File: src/rtl/drive_pkg.sv
// Shared types, constants and the gauge target helper for the drive controller.
package drive_pkg;

  typedef enum logic [1:0] {
    NEUTRAL = 2'd0,
    DRIVE   = 2'd1,
    SHIFT   = 2'd2
  } drive_state_t;

  localparam int LEVEL_MAX = 8;
  localparam int SHIFT_MS  = 200;
  localparam int COAST_MS  = 500;
  localparam int SERVO_MIN = 5;
  localparam int SERVO_MAX = 25;
  localparam int DUTY_STEP = 32;

  localparam logic [2:0] GEAR_NEUTRAL = 3'd0;

  // Gauge high-count for a given level and committed gear: base count plus half
  // the level*gear product, clipped at the gauge ceiling. Neutral (gear 0)
  // collapses the product to zero, so the needle rests at the base count.
  function automatic logic [4:0] gauge_target(input logic [3:0] level,
                                              input logic [2:0] gear);
    logic [6:0] v;
    logic [5:0] t;
    v = 7'(level) * 7'(gear);
    t = 6'(SERVO_MIN) + 6'(v >> 1);
    if (t > 6'(SERVO_MAX)) t = 6'(SERVO_MAX);
    return t[4:0];
  endfunction

endpackage

File: src/rtl/drive_ctrl_gauge_ramp.sv
// Rate-limited servo gauge: one count per servo frame toward the target.
module gauge_ramp
  import drive_pkg::*;
(
  input  logic       clk,
  input  logic       rst_n,
  input  logic       frame_tick,
  input  logic [4:0] target,
  output logic [4:0] servo_high
);

  // Step the high-count by one toward the target at each frame start, hold when equal.
  always_ff @(posedge clk or negedge rst_n) begin
    if (!rst_n) begin
      servo_high <= 5'(SERVO_MIN);
    end else if (frame_tick) begin
      if (servo_high < target)      servo_high <= servo_high + 5'd1;
      else if (servo_high > target) servo_high <= servo_high - 5'd1;
    end
  end

endmodule

File: src/rtl/drive_ctrl.sv
// Speed level, gear and timed gear-shift sequencing for the car simulator top.
module drive_ctrl
  import drive_pkg::*;
(
  input  logic       clk_100mhz,
  input  logic       rst_n,
  input  logic       tick_1khz,
  input  logic       frame_tick,
  input  logic       accel_pulse,
  input  logic       decel_pulse,
  input  logic [2:0] gear_sw,
  output logic [7:0] dc_duty,
  output logic [4:0] servo_high,
  output logic [2:0] gear_cur,
  output logic [3:0] speed_level,
  output logic       shifting
);

  drive_state_t state;
  logic [2:0]   gear_sync1;
  logic [2:0]   gear_sync2;
  logic [2:0]   gear_req;
  logic [2:0]   shift_gear;
  logic [7:0]   shift_cnt;
  logic [8:0]   coast_cnt;
  logic         coast_dec;
  logic         level_inc;
  logic         level_dec;
  logic [8:0]   duty_raw;
  logic [7:0]   duty_next;
  logic [4:0]   target;

  // Two-flop synchronizer for the raw gear switch.
  always_ff @(posedge clk_100mhz or negedge rst_n) begin
    if (!rst_n) begin
      gear_sync1 <= 3'd0;
      gear_sync2 <= 3'd0;
    end else begin
      gear_sync1 <= gear_sw;
      gear_sync2 <= gear_sync1;
    end
  end

  // Positions outside 1..5 on the switch all mean neutral.
  always_comb begin
    gear_req = gear_sync2;
    if (gear_sync2 == 3'd0 || gear_sync2 > 3'd5) gear_req = GEAR_NEUTRAL;
  end

  // Shift sequencer: any request differing from the committed gear starts a timed
  // shift; a new request mid-shift restarts the timer; commit on the last tick.
  always_ff @(posedge clk_100mhz or negedge rst_n) begin
    if (!rst_n) begin
      state      <= NEUTRAL;
      shifting   <= 1'b0;
      shift_cnt  <= 8'd0;
      shift_gear <= GEAR_NEUTRAL;
      gear_cur   <= GEAR_NEUTRAL;
    end else begin
      case (state)
        NEUTRAL, DRIVE: begin
          if (gear_req != gear_cur) begin
            state      <= SHIFT;
            shifting   <= 1'b1;
            shift_cnt  <= 8'd0;
            shift_gear <= gear_req;
          end
        end
        SHIFT: begin
          if (gear_req != shift_gear) begin
            shift_gear <= gear_req;
            shift_cnt  <= 8'd0;
          end else if (tick_1khz) begin
            if (shift_cnt == 8'(SHIFT_MS - 1)) begin
              gear_cur  <= gear_req;
              shifting  <= 1'b0;
              shift_cnt <= 8'd0;
              state     <= (gear_req != GEAR_NEUTRAL) ? DRIVE : NEUTRAL;
            end else begin
              shift_cnt <= shift_cnt + 8'd1;
            end
          end
        end
        default: begin
          state    <= NEUTRAL;
          shifting <= 1'b0;
        end
      endcase
    end
  end

  // Coasting decay fires on the last tick of each coast period while in neutral.
  always_comb begin
    coast_dec = (state == NEUTRAL) && tick_1khz && (coast_cnt == 9'(COAST_MS - 1));
    level_inc = accel_pulse && !decel_pulse && (state == DRIVE);
    level_dec = (decel_pulse && !accel_pulse) || coast_dec;
  end

  // Coast timer runs only in neutral and is cleared everywhere else.
  always_ff @(posedge clk_100mhz or negedge rst_n) begin
    if (!rst_n) begin
      coast_cnt <= 9'd0;
    end else if (state != NEUTRAL) begin
      coast_cnt <= 9'd0;
    end else if (tick_1khz) begin
      coast_cnt <= coast_dec ? 9'd0 : coast_cnt + 9'd1;
    end
  end

  // Speed level with saturation at both ends; simultaneous up/down cancels.
  always_ff @(posedge clk_100mhz or negedge rst_n) begin
    if (!rst_n) begin
      speed_level <= 4'd0;
    end else if (level_inc && !level_dec) begin
      if (speed_level != 4'(LEVEL_MAX)) speed_level <= speed_level + 4'd1;
    end else if (level_dec && !level_inc) begin
      if (speed_level != 4'd0) speed_level <= speed_level - 4'd1;
    end
  end

  // Motor duty is the scaled level clipped to 8 bits, only while driving.
  always_comb begin
    duty_raw  = 9'(speed_level) * 9'(DUTY_STEP);
    duty_next = (duty_raw > 9'd255) ? 8'hFF : duty_raw[7:0];
  end

  // Register the duty word so it trails the level by one cycle.
  always_ff @(posedge clk_100mhz or negedge rst_n) begin
    if (!rst_n)              dc_duty <= 8'd0;
    else if (state == DRIVE) dc_duty <= duty_next;
    else                     dc_duty <= 8'd0;
  end

  // During a shift gear_cur still holds the old gear, so the gauge target does too.
  assign target = gauge_target(speed_level, gear_cur);

  gauge_ramp u_gauge_ramp (
    .clk        (clk_100mhz),
    .rst_n      (rst_n),
    .frame_tick (frame_tick),
    .target     (target),
    .servo_high (servo_high)
  );

endmodule

File: config.mk
export PLATFORM = sky130hd
export DESIGN_NAME = drive_ctrl
export DESIGN_NICKNAME = d
export VERILOG_FILES = /design/src/rtl/drive_pkg.sv /design/src/rtl/drive_ctrl_gauge_ramp.sv /design/src/rtl/drive_ctrl.sv
export SDC_FILE = /design/constraint.sdc
export NUM_CORES = 1
export LEC_CHECK = 0
export ABC_AREA = 1
export CAP_MARGIN = 20
export CORE_MARGIN = 1.5
export CORE_UTILIZATION = 60
export CTS_CLUSTER_DIAMETER = 120
export DETAILED_ROUTE_END_ITERATION = 10
export HOLD_SLACK_MARGIN = 0.02
export PLACE_DENSITY = 0.92
export SLEW_MARGIN = 10
export SYNTH_ARGS = -nofsm -noshare
export SYNTH_HDL_FRONTEND = slang
export SYNTH_SLANG_ARGS = --single-unit
export TNS_END_PERCENT = 20
File: constraint.sdc
create_clock -name clk_100mhz -period 8.92 [get_ports clk_100mhz]
set_input_delay 1.784 -clock clk_100mhz [delete_from_list [all_inputs] [get_ports clk_100mhz]]
set_output_delay 1.784 -clock clk_100mhz [all_outputs]
set_load 0.1 [all_outputs]
=== After elaboration in Yosys (flattened, before gate mapping) ===
Cells that the tools add are included.

* Add/sub/neg operators: 7
* Multipliers: 1
* $lt $le $gt $ge: 5
* Equal/unequal tests: 14
* Multiplexer cells: 32
* Bitwise logic cells: 1
* Reduce and logical (&&, ||, !) cells: 30

{| class="wikitable"
|+ Operator list
! cell !! number
|-
| $mux W8 || 6
|-
| $mux W9 || 3
|-
| $mux W4 || 4
|-
| $pmux W8 S2 || 1
|-
| $mux W5 || 3
|-
| $reduce_bool A2 Y1 || 6
|-
| $ne A2 B2 Y1 const B || 5
|-
| $add A9 B1 Y9 const B || 1
|-
| $eq A9 B9 Y1 const B || 1
|-
| $gt A9 B8 Y1 const B || 1
|-
| $mux W3 || 3
|-
| $reduce_and A3 Y1 || 3
|-
| $add A8 B1 Y8 const B || 1
|-
| $eq A8 B8 Y1 const B || 1
|-
| $mux W2 || 4
|-
| $reduce_and A4 Y1 || 2
|-
| $logic_and A1 B1 Y1 || 7
|-
| $mul A4 B3 Y7 || 1
|-
| $add A3 B6 Y6 const A || 1
|-
| $gt A6 B5 Y1 const B || 1
|-
| $ne A3 B3 Y1 || 2
|-
| $pmux W3 S2 || 1
|-
| $add A5 B1 Y5 const B || 1
|-
| $gt A5 B5 Y1 || 1
|-
| 22 further kinds || 30
|}

* Flip-flop bits (word level): 49
* Word-level logic and storage cells: 101

=== Depth between registers and ports, before layout ===
Gate-level depths: netlist (run 1).

* Word-level depth: 9
* Gate-level depth with buffers: 32
* Mapped depth without buffers: 31

=== Modules after synthesis ===
Synthesis (run 1) repeated with hierarchy kept, for this count alone.

* Cell total of the unflattened synthesis: 398
* Area, all modules: 3071.7 um2

{| class="wikitable"
|+ By module, submodules not included
! module !! times used !! cells each !! area each (um2) !! sequential area each (um2)
|-
| drive_ctrl || 1 || 330 || 2538.7 || 1001.0
|-
| gauge_ramp || 1 || 68 || 533.0 || 127.6
|}

=== Worst setup path before layout (run 1) ===
Ideal clock, no wire load.

* Path kind: reg-to-reg
* From: register speed_level[0]
* To: register u_gauge_ramp.servo_high[4]
* Setup time: 125 ps
* Arrival: 4798 ps
* Required time: 8795 ps
* Setup slack: 3997 ps
* Stages on the path, launching flop included: 27
* Path buffers: 0
* Clock period less this slack: 4923 ps
* Path through: dfrtp_1 -> nand2_1 -> fa_1 -> inv_1 -> ha_1 -> fa_1 -> xnor2_1 -> xnor2_1 -> nor2_1 -> nand3_1 -> nand2_1 -> nor2_1 -> ha_1 -> nand2_1 -> a21oi_1 -> nor2_1 -> nand2_1 -> inv_1 -> fa_1 -> inv_1 -> a21oi_1 -> nor2_1 -> nor2_1 -> nand2_1 -> nand2_1 -> o21ai_0 -> nand2_1

* Word-level cells in the longest chain between the ends: 7
* Elaborated cells between the ends (all ways): 9
* Classes of those cells: add/sub (1); mul (1); order compare (3); mux (2); reduce/logical (2)

{| class="wikitable"
|+ Ends and longest elaborated chain
! element !! RTL line !! text
|-
| start, declared || drive_ctrl.sv:15 || <nowiki>output logic [3:0] speed_level,</nowiki>
|-
| start signal, assigned || drive_ctrl.sv:115 || <nowiki>if (speed_level != 4'(LEVEL_MAX)) speed_level <= speed_level + 4'd1;</nowiki>
|-
| start signal, assigned || drive_ctrl.sv:117 || <nowiki>if (speed_level != 4'd0) speed_level <= speed_level - 4'd1;</nowiki>
|-
| $mul A4 B3 Y7 (*) || drive_pkg.sv:26 || <nowiki>v = 7'(level) * 7'(gear);</nowiki>
|-
| $add A3 B6 Y6 (*) || drive_pkg.sv:27 || <nowiki>t = 6'(SERVO_MIN) + 6'(v >> 1);</nowiki>
|-
| $gt A6 B5 Y1 || drive_pkg.sv:28 || <nowiki>if (t > 6'(SERVO_MAX)) t = 6'(SERVO_MAX);</nowiki>
|-
| $mux W5 (*) || drive_pkg.sv:28 ||
|-
| $gt A5 B5 Y1 / $lt A5 B5 Y1 (equally long branches) || drive_ctrl_gauge_ramp.sv:18, drive_ctrl_gauge_ramp.sv:17 ||
|-
| $reduce_bool A2 Y1 (no line) || - ||
|-
| $reduce_and A2 Y1 (no line) || - ||
|-
| end signal, assigned || drive_ctrl_gauge_ramp.sv:15 || <nowiki>servo_high <= 5'(SERVO_MIN);</nowiki>
|-
| end signal, assigned || drive_ctrl_gauge_ramp.sv:17 || <nowiki>if (servo_high < target) servo_high <= servo_high + 5'd1;</nowiki>
|-
| end signal, assigned || drive_ctrl_gauge_ramp.sv:18 || <nowiki>else if (servo_high > target) servo_high <= servo_high - 5'd1;</nowiki>
|-
| end, declared || drive_ctrl_gauge_ramp.sv:9 || <nowiki>output logic [4:0] servo_high</nowiki>
|}

Mark *: on every way between the ends. The rest lies on a longest branch, timed or not.
A chain may end at the register's enable or synchronous reset.

=== Worst setup path after layout (run 1) ===
Ends and elaborated chain as after synthesis.

==> results of run 1 <==
cell usage after synthesis, types with 4 or more instances:
cell     count  area [µm²]
nand2_1    105         394
inv_1       58         218
dfrtp_1     43        1080
nor2_1      30         113
nand3_1     22         110
ha_1        21         263
o21ai_0     21         105
a21oi_1     10        50.1
nor3_1       9        45.0
xor2_1       8        70.1
nand4_1      6        37.5
o21ai_1      6        30.0
fa_1         5         100
inv_2        5        18.8
nand2_2      5        31.3
buf_4        4        30.0
xnor2_1      4        35.0
final cells by class:
cell class | count | area [µm²] | area share (%)
clock inverters | 2 | 16.3 | 0.461
inverters | 63 | 236 | 6.70
flip-flops and latches | 45 | 1130 | 32.0
multi-input cells | 282 | 1680 | 47.5
well taps | 67 | 83.8 | 2.38
clock buffers | 6 | 82.6 | 2.34
repair buffers | 30 | 305 | 8.65
worst max path at each step:
stage	end	slack [ns]	cells past startpoint
finish	u_gauge_ramp.servo_high[4]	4.26	24
global route	u_gauge_ramp.servo_high[4]	3.85	26
CTS	u_gauge_ramp.servo_high[4]	4.24	24
detailed placement	u_gauge_ramp.servo_high[4]	4.27	24
global placement	u_gauge_ramp.servo_high[4]	4.55	26
floorplan	u_gauge_ramp.servo_high[4]	4.00	26
metal layers:
| metal | track usage (%) | vias up | share of wire (%) |
|---|---|---|---|
| li1 | - | 1323 | - |
| met5 | 0 | - | 0 |
| met3 | 4.74 | 12 | 4.1 |
| met2 | 43.8 | 72 | 50 |
| met4 | 7.07 | 0 | 1.3 |
| met1 | 31.1 | 1222 | 44 |
kinds of logic (layout without fill, tap and decap cells):
kind of cell | Yosys count | in the layout
AOI/OAI and AO/OA | 51 | 51
xor gates and xnor gates | 12 | 12
adders and majority gates | 26 | 26
buffers and inverters | 68 | 101
DFF | 45 | 45
and+or+nand+nor | 193 | 193
where the power goes:
group	leakage, nW	switching (mW)	internal [mW]
sequential	0.584	0.0453	0.241
combinational	1.17	0.342	0.142
clock	0.0478	0.0749	0.0639
total	1.80	0.462	0.447
registers in the layout, indices dropped and copies added (netlist names):
name,cells
state,2
shift_gear,3
gear_sync2,3
dc_duty,4
shifting,1
coast_cnt,9
gear_cur,3
speed_level,4
shift_cnt,8
gear_sync1,3
u_gauge_ramp.servo_high,5
worst max-delay path, cell delays in order (launching register included):
cell     delay [ns]
dfrtp_1        0.52
nand2_1        0.13
fa_1           0.55
inv_1          0.04
ha_1           0.21
fa_1           0.45
xnor2_1        0.34
o21ai_0        0.20
nand3_1        0.18
nand3_1        0.10
ha_1           0.30
nand2_1        0.07
nor2_1         0.11
nand2_1        0.05
nand2_1        0.17
inv_1          0.10
fa_1           0.40
inv_1          0.07
a21oi_1        0.06
nor2_1         0.08
nor2_1         0.06
nand2_1        0.07
nand2_1        0.06
o21ai_0        0.15
nand2_1        0.06
==> report_table.html, run 1 <==
<table>
<tr><th>Metric</th><th>Value</th></tr>
<tr><th colspan="2">Critical path</th></tr>
<tr><td>Arrival time of the worst setup path</td><td>4.85 ns</td></tr>
<tr><td>Launch point of the critical path</td><td>speed_level[0]</td></tr>
<tr><td>Maximum fanout along the worst path</td><td>8</td></tr>
<tr><td>R2R Path Start</td><td>speed_level[0]</td></tr>
<tr><td>Worst R2R End</td><td>u_gauge_ramp.servo_high[4]</td></tr>
<tr><td>CP Class</td><td>flop to flop</td></tr>
<tr><td>Worst Setup Start Kind</td><td>flop</td></tr>
<tr><td>Crit end category</td><td>flop</td></tr>
<tr><td>Data required time of the critical path</td><td>9.12 ns</td></tr>
<tr><td>Worst reg2reg path depth</td><td>24</td></tr>
<tr><td>Slack of the worst reg-to-reg path</td><td>4.26 ns</td></tr>
<tr><th colspan="2">STA</th></tr>
<tr><td>Transition time at the pin with the least slew margin</td><td>around 1 ns</td></tr>
<tr><td>Least setup slack across all paths after layout</td><td>roughly 4.3 ns</td></tr>
<tr><td>Slew Limit Headroom</td><td>approximately 34%</td></tr>
<tr><td>Minimum period implied by the final worst setup slack</td><td>4.66 ns</td></tr>
<tr><td>Final hold viol count</td><td>0</td></tr>
<tr><td>Post-route setup TNS</td><td>0 ns</td></tr>
<tr><td>Setup Skew</td><td>around 0.0055 ns</td></tr>
<tr><td>Number of failing setup endpoints in the final timing report</td><td>0</td></tr>
<tr><td>Hold slack final</td><td>0.354 ns</td></tr>
<tr><td>RSZ-0062 raised after global routing</td><td>false</td></tr>
<tr><td>Fmax</td><td>about 210 MHz</td></tr>
<tr><td>Number of max-slew violations in the final report</td><td>0</td></tr>
<tr><td>Final critical-path share of the clock period</td><td>52.2%</td></tr>
<tr><th colspan="2">Global route</th></tr>
<tr><td>Maximum number of pins on one net before global-route repair</td><td>46</td></tr>
<tr><td>Via count of the first global-routing pass</td><td>2530</td></tr>
<tr><td>Global router's overall resource usage</td><td>roughly a quarter</td></tr>
<tr><td>Antenna violations before repair</td><td>0</td></tr>
<tr><td>Grt total ovfl</td><td>0</td></tr>
<tr><td>First-pass GRT wire length</td><td>roughly 11000 µm</td></tr>
<tr><th colspan="2">Layout</th></tr>
<tr><td>Util after Layout</td><td>73.2%</td></tr>
<tr><td>Most frequent cells in the layout</td><td>nand2_1, inv_1, dfrtp_1</td></tr>
<tr><td>Final std cell area, no fill</td><td>about 3500 µm²</td></tr>
<tr><td>Diode count</td><td>0</td></tr>
<tr><td>Leading cell type in the layout, fill and taps excluded</td><td>nand2_1</td></tr>
<tr><td>Ratio of cells with drive above 1 in the final layout</td><td>9.35%</td></tr>
<tr><td>Net count of the finished layout</td><td>462</td></tr>
<tr><td>Layout filler cell count</td><td>approximately 370</td></tr>
<tr><td>Count of placed standard cells in the final layout, fillers left out</td><td>~500</td></tr>
<tr><td>Layout overhead on the synthesized area</td><td>14.7%</td></tr>
<tr><th colspan="2">Synth</th></tr>
<tr><td>Compound-Gate Fraction of Synth Area</td><td>9.56%</td></tr>
<tr><td>Area fraction in and, or, nand and nor cells after synthesis</td><td>~30%</td></tr>
<tr><td>Largest family of logic cells by synthesized area</td><td>simple AND/OR/NAND/NOR gates</td></tr>
<tr><td>Most instantiated flip-flop cell in the synthesis netlist</td><td>dfrtp_1</td></tr>
<tr><td>Arithmetic-cell share of the synthesized area counting full adders, half adders and majority gates</td><td>11.8%</td></tr>
<tr><td>Number of enable-type register cells in the synthesized netlist</td><td>0</td></tr>
<tr><td>Number of instances in the synthesized netlist</td><td>395</td></tr>
<tr><td>Cell Area, Synth</td><td>3080 µm²</td></tr>
<tr><td>Number of distinct library cells after synthesis</td><td>37</td></tr>
<tr><td>Number of warnings printed during yosys synthesis</td><td>0</td></tr>
<tr><td>Portion of netlist area occupied by mux cells</td><td>0%</td></tr>
<tr><td>FF+latch count, synth</td><td>45</td></tr>
<tr><td>Synthesized area divided by synthesized cell count</td><td>7.79 µm²</td></tr>
<tr><td>Proportion of synthesized flip-flops having asynchronous set or reset</td><td>100%</td></tr>
<tr><td>Nets in the synthesized netlist</td><td>430</td></tr>
<tr><td>Fraction of synthesized cell area in xor and xnor cells</td><td>3.42%</td></tr>
<tr><td>Share of synthesized area occupied by flip-flops and latches</td><td>between 30% and 40%</td></tr>
<tr><th colspan="2">Power and ir drop</th></tr>
<tr><td>Leak</td><td>~1.8 nW</td></tr>
<tr><td>Power per Cell Area</td><td>roughly 260 nW/µm²</td></tr>
<tr><td>Total Power Consumption</td><td>0.909 mW</td></tr>
<tr><td>Worst IR drop on VDD</td><td>about 0.00015 V</td></tr>
<tr><th colspan="2">Detailed routing</th></tr>
<tr><td>Final wirelength</td><td>6190 µm</td></tr>
<tr><td>Remaining design rule violation count</td><td>0</td></tr>
<tr><td>Via count</td><td>between 2000 and 3000</td></tr>
<tr><td>Drt pass-1 iters</td><td>4</td></tr>
<tr><td>Post-route ant nets</td><td>0</td></tr>
<tr><td>Drt via density</td><td>5.31</td></tr>
<tr><td>Routed len/inst</td><td>12.5 µm</td></tr>
<tr><td>Number of DRC markers in iteration 0</td><td>roughly 140</td></tr>
<tr><th colspan="2">Placed design</th></tr>
<tr><td>Placer Congestion</td><td>0.905</td></tr>
<tr><td>Placed Instance Area</td><td>3410 µm²</td></tr>
<tr><td>DP Wirelength</td><td>4590 µm</td></tr>
<tr><td>Worst slack at placement</td><td>4.27 ns</td></tr>
<tr><td>Placed cells</td><td>a little under 500</td></tr>
<tr><td>Count of port buffers added during placement</td><td>29</td></tr>
<tr><th colspan="2">CTS</th></tr>
<tr><td>Clock insertion delay at the later pin of the skew report</td><td>0.30 ns</td></tr>
<tr><td>Longest Clk Path Bufs</td><td>2</td></tr>
<tr><td>Master cell of the clock root buffer</td><td>clkbuf_8</td></tr>
<tr><td>Level count of the clock H-tree</td><td>2</td></tr>
<tr><td>TritonCTS clock tree</td><td>done</td></tr>
<tr><td>Number of hold buffers added after cts</td><td>0</td></tr>
<tr><td>Post-CTS setup repair buffer count</td><td>0</td></tr>
<tr><td>Number of gates given a new drive strength after cts</td><td>0</td></tr>
<tr><td>Worst-path clk slew</td><td>0.09 ns</td></tr>
<tr><td>Number of clock sinks</td><td>45</td></tr>
<tr><td>CTS Buf Count</td><td>5</td></tr>
<tr><th colspan="2">Die</th></tr>
<tr><td>Chip height</td><td>74.6 µm</td></tr>
<tr><td>Die Area</td><td>approximately 5600 µm²</td></tr>
<tr><td>Starting utilization of the core area</td><td>a little under two thirds</td></tr>
<tr><td>Die boundary width</td><td>74.6 µm</td></tr>
<tr><td>Top Ports</td><td>30</td></tr>
<tr><td>Core area</td><td>approximately 4800 µm²</td></tr>
<tr><td>Site row count</td><td>25</td></tr>
<tr><th colspan="2">Run</th></tr>
<tr><td>Reported max-cap violation count</td><td>0</td></tr>
<tr><th colspan="2">Outcome</th></tr>
<tr><td>Status</td><td>complete, no violations</td></tr>
<tr><th colspan="2">Worst hold path</th></tr>
<tr><td>Capture endpoint of the worst hold path</td><td>gear_sync2[0]</td></tr>
<tr><td>Hold Startpoint</td><td>gear_sync1[0]</td></tr>
<tr><td>Min-Delay Path Class</td><td>flop to flop</td></tr>
<tr><td>Depth of the worst hold-timing path</td><td>0</td></tr>
</table>
(Power assumes the default switching activity.)
==> inputs of run 2 (changes only) <==
CORE_UTILIZATION = 58   (was 60)
PLACE_DENSITY = 0.9   (was 0.92)
clock period = 4.7 ns   (was 8.92 ns; I/O delays follow)
==> run 2 against run 1 <==
  * Final cell count increased by 1.8%
  * Wire length decreased by 1.9%
  * Clock-buffer cell count unchanged
  * Worst hold slack about the same
  * Critical path type unchanged
  * Via count increased by 1.3%
  * Sequential power increased by 86%
  * Combinational power increased by 100%
  * Non-clock buffer count increased by 6
  * Fmax increased by 6.9%
  * Critical path depth increased by 4
  * Sequential cell count unchanged
  * Register-to-register slack got worse by 3.9 ns
==> report_table.html, run 2 (synthesized netlist as in run 1, its figures left out) <==
<table>
<tr><th>Metric</th><th>Value</th></tr>
<tr><th colspan="2">Layout</th></tr>
<tr><td>Most frequent cells in the layout</td><td>nand2_1, inv_1, dfrtp_1</td></tr>
<tr><td>Diode count</td><td>0 (unchanged)</td></tr>
<tr><td>Number of flip-flops under the largest register name</td><td>9 (unchanged)</td></tr>
<tr><td>Leading cell type in the layout, fill and taps excluded</td><td>nand2_1</td></tr>
<tr><td>Ratio of cells with drive above 1 in the final layout</td><td>13.6% (+4.2 points)</td></tr>
<tr><td>Net count of the finished layout</td><td>468 (+1.3%)</td></tr>
<tr><td>Layout filler cell count</td><td>392 (+5.1%)</td></tr>
<tr><td>Layout overhead on the synthesized area</td><td>17.9%</td></tr>
<tr><td>Largest Register</td><td>coast_cnt</td></tr>
<tr><td>Largest registers ranked by flip-flop count</td><td>coast_cnt (9), shift_cnt (8), u_gauge_ramp.servo_high (5)</td></tr>
<tr><th colspan="2">Detailed routing</th></tr>
<tr><td>Post-route ant nets</td><td>0 (unchanged)</td></tr>
<tr><td>Via count</td><td>2663 (+1.3%)</td></tr>
<tr><td>Routed len/inst</td><td>12.1 µm (-3.6%)</td></tr>
<tr><td>Remaining design rule violation count</td><td>0 (unchanged)</td></tr>
<tr><td>Number of DRC markers in iteration 0</td><td>86 (-36%)</td></tr>
<tr><td>Drt via density</td><td>5.28 (-0.52%)</td></tr>
<tr><td>Drt pass-1 iters</td><td>4 (unchanged)</td></tr>
<tr><td>Final wirelength</td><td>6080 µm (-1.9%)</td></tr>
<tr><th colspan="2">STA</th></tr>
<tr><td>Slew Limit Headroom</td><td>34.1% (about the same)</td></tr>
<tr><td>Number of max-slew violations in the final report</td><td>0 (unchanged)</td></tr>
<tr><td>RSZ-0062 raised after global routing</td><td>false</td></tr>
<tr><td>Setup Skew</td><td>0.0109 ns (+0.00543 ns)</td></tr>
<tr><td>Post-route setup TNS</td><td>0 ns (unchanged)</td></tr>
<tr><td>Hold slack final</td><td>0.355 ns (+0.000193 ns)</td></tr>
<tr><td>Fmax</td><td>230 MHz (+6.9%)</td></tr>
<tr><td>Final hold viol count</td><td>0 (unchanged)</td></tr>
<tr><td>Final critical-path share of the clock period</td><td>92.7% (+40 points)</td></tr>
<tr><td>Number of failing setup endpoints in the final timing report</td><td>0 (unchanged)</td></tr>
<tr><td>Minimum period implied by the final worst setup slack</td><td>4.35 ns (-0.302 ns)</td></tr>
<tr><td>Transition time at the pin with the least slew margin</td><td>0.986 ns (+0.000221 ns)</td></tr>
<tr><th colspan="2">Power and ir drop</th></tr>
<tr><td>Switching power share of the total</td><td>48.9% (-1.9 points)</td></tr>
<tr><td>Leak</td><td>1.83 nW (+1.5%)</td></tr>
<tr><td>Worst IR drop on VDD</td><td>0.000380 V (+150%)</td></tr>
<tr><td>Sw power</td><td>0.883 mW (+91%)</td></tr>
<tr><td>Internal power of the cells</td><td>0.921 mW (+110%)</td></tr>
<tr><td>Fraction of power consumed by sequential logic</td><td>29.6% (-1.9 points)</td></tr>
<tr><td>Power per Cell Area</td><td>498 nW/µm² (+93%)</td></tr>
<tr><td>Fraction of power consumed by the clock network</td><td>16.1% (+0.8 points)</td></tr>
<tr><td>Logic pwr share</td><td>54.3% (+1.0 points)</td></tr>
<tr><th colspan="2">Die</th></tr>
<tr><td>Die boundary width</td><td>75.8 µm (+1.6%)</td></tr>
<tr><td>Starting utilization of the core area</td><td>60.2% (-3.6 points)</td></tr>
<tr><td>Top Ports</td><td>30 (unchanged)</td></tr>
<tr><td>Chip height</td><td>75.8 µm (+1.6%)</td></tr>
<tr><td>Site row count</td><td>26 (+4.0%)</td></tr>
<tr><td>Core area</td><td>5110 µm² (+6.0%)</td></tr>
<tr><td>Die Area</td><td>5750 µm² (+3.3%)</td></tr>
<tr><th colspan="2">Critical path</th></tr>
<tr><td>Peak per-stage delay on the critical path</td><td>0.59 ns (+0.04 ns)</td></tr>
<tr><td>Worst Setup Start Kind</td><td>flop</td></tr>
<tr><td>Most frequent cell on the critical path</td><td>nand2_1</td></tr>
<tr><td>CP Class</td><td>flop to flop</td></tr>
<tr><td>Maximum fanout along the worst path</td><td>6 (-2)</td></tr>
<tr><td>Standard cell with the maximum stage delay on the critical path</td><td>fa_2</td></tr>
<tr><td>Arrival time of the worst setup path</td><td>4.54 ns (-0.31 ns)</td></tr>
<tr><td>Crit end category</td><td>flop</td></tr>
<tr><td>Data required time of the critical path</td><td>4.88 ns (-4.24 ns)</td></tr>
<tr><th colspan="2">Placed design</th></tr>
<tr><td>DP Wirelength</td><td>4460 µm (-2.8%)</td></tr>
<tr><td>Count of port buffers added during placement</td><td>29 (unchanged)</td></tr>
<tr><td>Placer Congestion</td><td>0.891 (-1.5%)</td></tr>
<tr><th colspan="2">Global route</th></tr>
<tr><td>Global router's overall resource usage</td><td>23.5% (-1.4 points)</td></tr>
<tr><td>Grt total ovfl</td><td>0 (unchanged)</td></tr>
<tr><td>Antenna violations before repair</td><td>0 (unchanged)</td></tr>
<tr><td>Maximum number of pins on one net before global-route repair</td><td>46 (unchanged)</td></tr>
<tr><td>Via count of the first global-routing pass</td><td>2492 (-1.5%)</td></tr>
<tr><td>First-pass GRT wire length</td><td>10400 µm (-1.8%)</td></tr>
<tr><th colspan="2">Outcome</th></tr>
<tr><td>Status</td><td>complete, no violations</td></tr>
<tr><th colspan="2">CTS</th></tr>
<tr><td>Clock insertion delay at the later pin of the skew report</td><td>0.30 ns (about the same)</td></tr>
<tr><td>Master cell of the clock root buffer</td><td>clkbuf_8</td></tr>
<tr><td>Longest Clk Path Bufs</td><td>2 (unchanged)</td></tr>
<tr><td>Worst-path clk slew</td><td>0.09 ns (about the same)</td></tr>
<tr><td>Level count of the clock H-tree</td><td>2 (unchanged)</td></tr>
<tr><td>TritonCTS clock tree</td><td>done</td></tr>
<tr><td>CTS Buf Count</td><td>5 (unchanged)</td></tr>
<tr><td>Number of clock sinks</td><td>45 (unchanged)</td></tr>
<tr><th colspan="2">Worst hold path</th></tr>
<tr><td>Min-Delay Path Class</td><td>flop to flop</td></tr>
<tr><th colspan="2">Run</th></tr>
<tr><td>Reported max-cap violation count</td><td>0 (unchanged)</td></tr>
</table>
run 2: area by class of cell:
cell class	instances	area (µm²)	area share (%)
repair buffers	36	350	9.66
inverters	63	236	6.52
clock inverters	2	38.8	1.07
well taps	70	87.6	2.42
multi-input cells	282	1700	47.0
clock buffers	6	72.6	2.00
flip-flops and latches	45	1140	31.3
run 2: layer usage:
layer  up-vias  track usage (%)  part of all wire (%)
met5         -                0                     0
met4         0             8.93                   1.3
met3         9             5.03                   3.0
met2        51             39.9                    50
met1      1266             29.2                    45
li1       1337                -                     -
run 2: worst paths after layout:
kind                               start                          to  slack (ns)  cells after the start
max                          gear_cur[2]  u_gauge_ramp.servo_high[4]        0.35                     28
min                        gear_sync1[0]               gear_sync2[0]        0.35                      0
max reg2reg                  gear_cur[2]  u_gauge_ramp.servo_high[4]        0.35                     28
min reg2reg                gear_sync1[0]               gear_sync2[0]        0.35                      0
max in group asynchronous          rst_n  u_gauge_ramp.servo_high[0]        3.60                      2
min in group asynchronous          rst_n                coast_cnt[0]        0.56                      1
run 2: what timing repair did:
item,in CTS,in global routing
setup buffers,0,6
hold buffers,0,0
resized for setup,0,9
endpoints found under the setup margin,0,3
run 2: power by group through the flow:
| stage | clock network, mW | logic [mW] | registers [mW] |
|---|---|---|---|
| after global placement | 0 | 0.889 | 0.551 |
| after floorplan | 0 | 0.429 | 0.838 |
| final | 0.290 | 0.980 | 0.533 |
| after detailed placement | 0 | 0.917 | 0.553 |
| after global routing | 0.313 | 1.08 | 0.544 |
| after CTS | 0.302 | 0.922 | 0.546 |
run 2: critical path, delay by kind of cell, from the launching register on:
kind / cells / cell delay [ns]
fa+ha+maj: 5 / 1.95
simple gates: 15 / 1.23
flops: 1 / 0.40
buf+inv: 4 / 0.25
compound gates: 3 / 0.24
xor+xnor: 1 / 0.15
run 2: metrics by stage:
stage / area [µm²] / util [%] / setup WS, ns / std cells / power, mW
5_1_grt: 3630 / 71.0 / 0.0185 / 504 / 1.93
2_1_floorplan: 3080 / - / 0.0364 / 395 / 1.27
3_3_place_gp: 3420 / 67.0 / 0.397 / 489 / 1.44
6_report: 3630 / 71.0 / 0.345 / 504 / 1.80
3_5_place_dp: 3420 / 67.0 / 0.159 / 489 / 1.47
4_1_cts: 3530 / 69.2 / 0.126 / 497 / 1.77
==> inputs of run 3 (changes only) <==
CTS_CLUSTER_SIZE = 14   (was default)
==> results of run 3 <==
No change in the layout: final DEF, timing and power equal those of run 2.
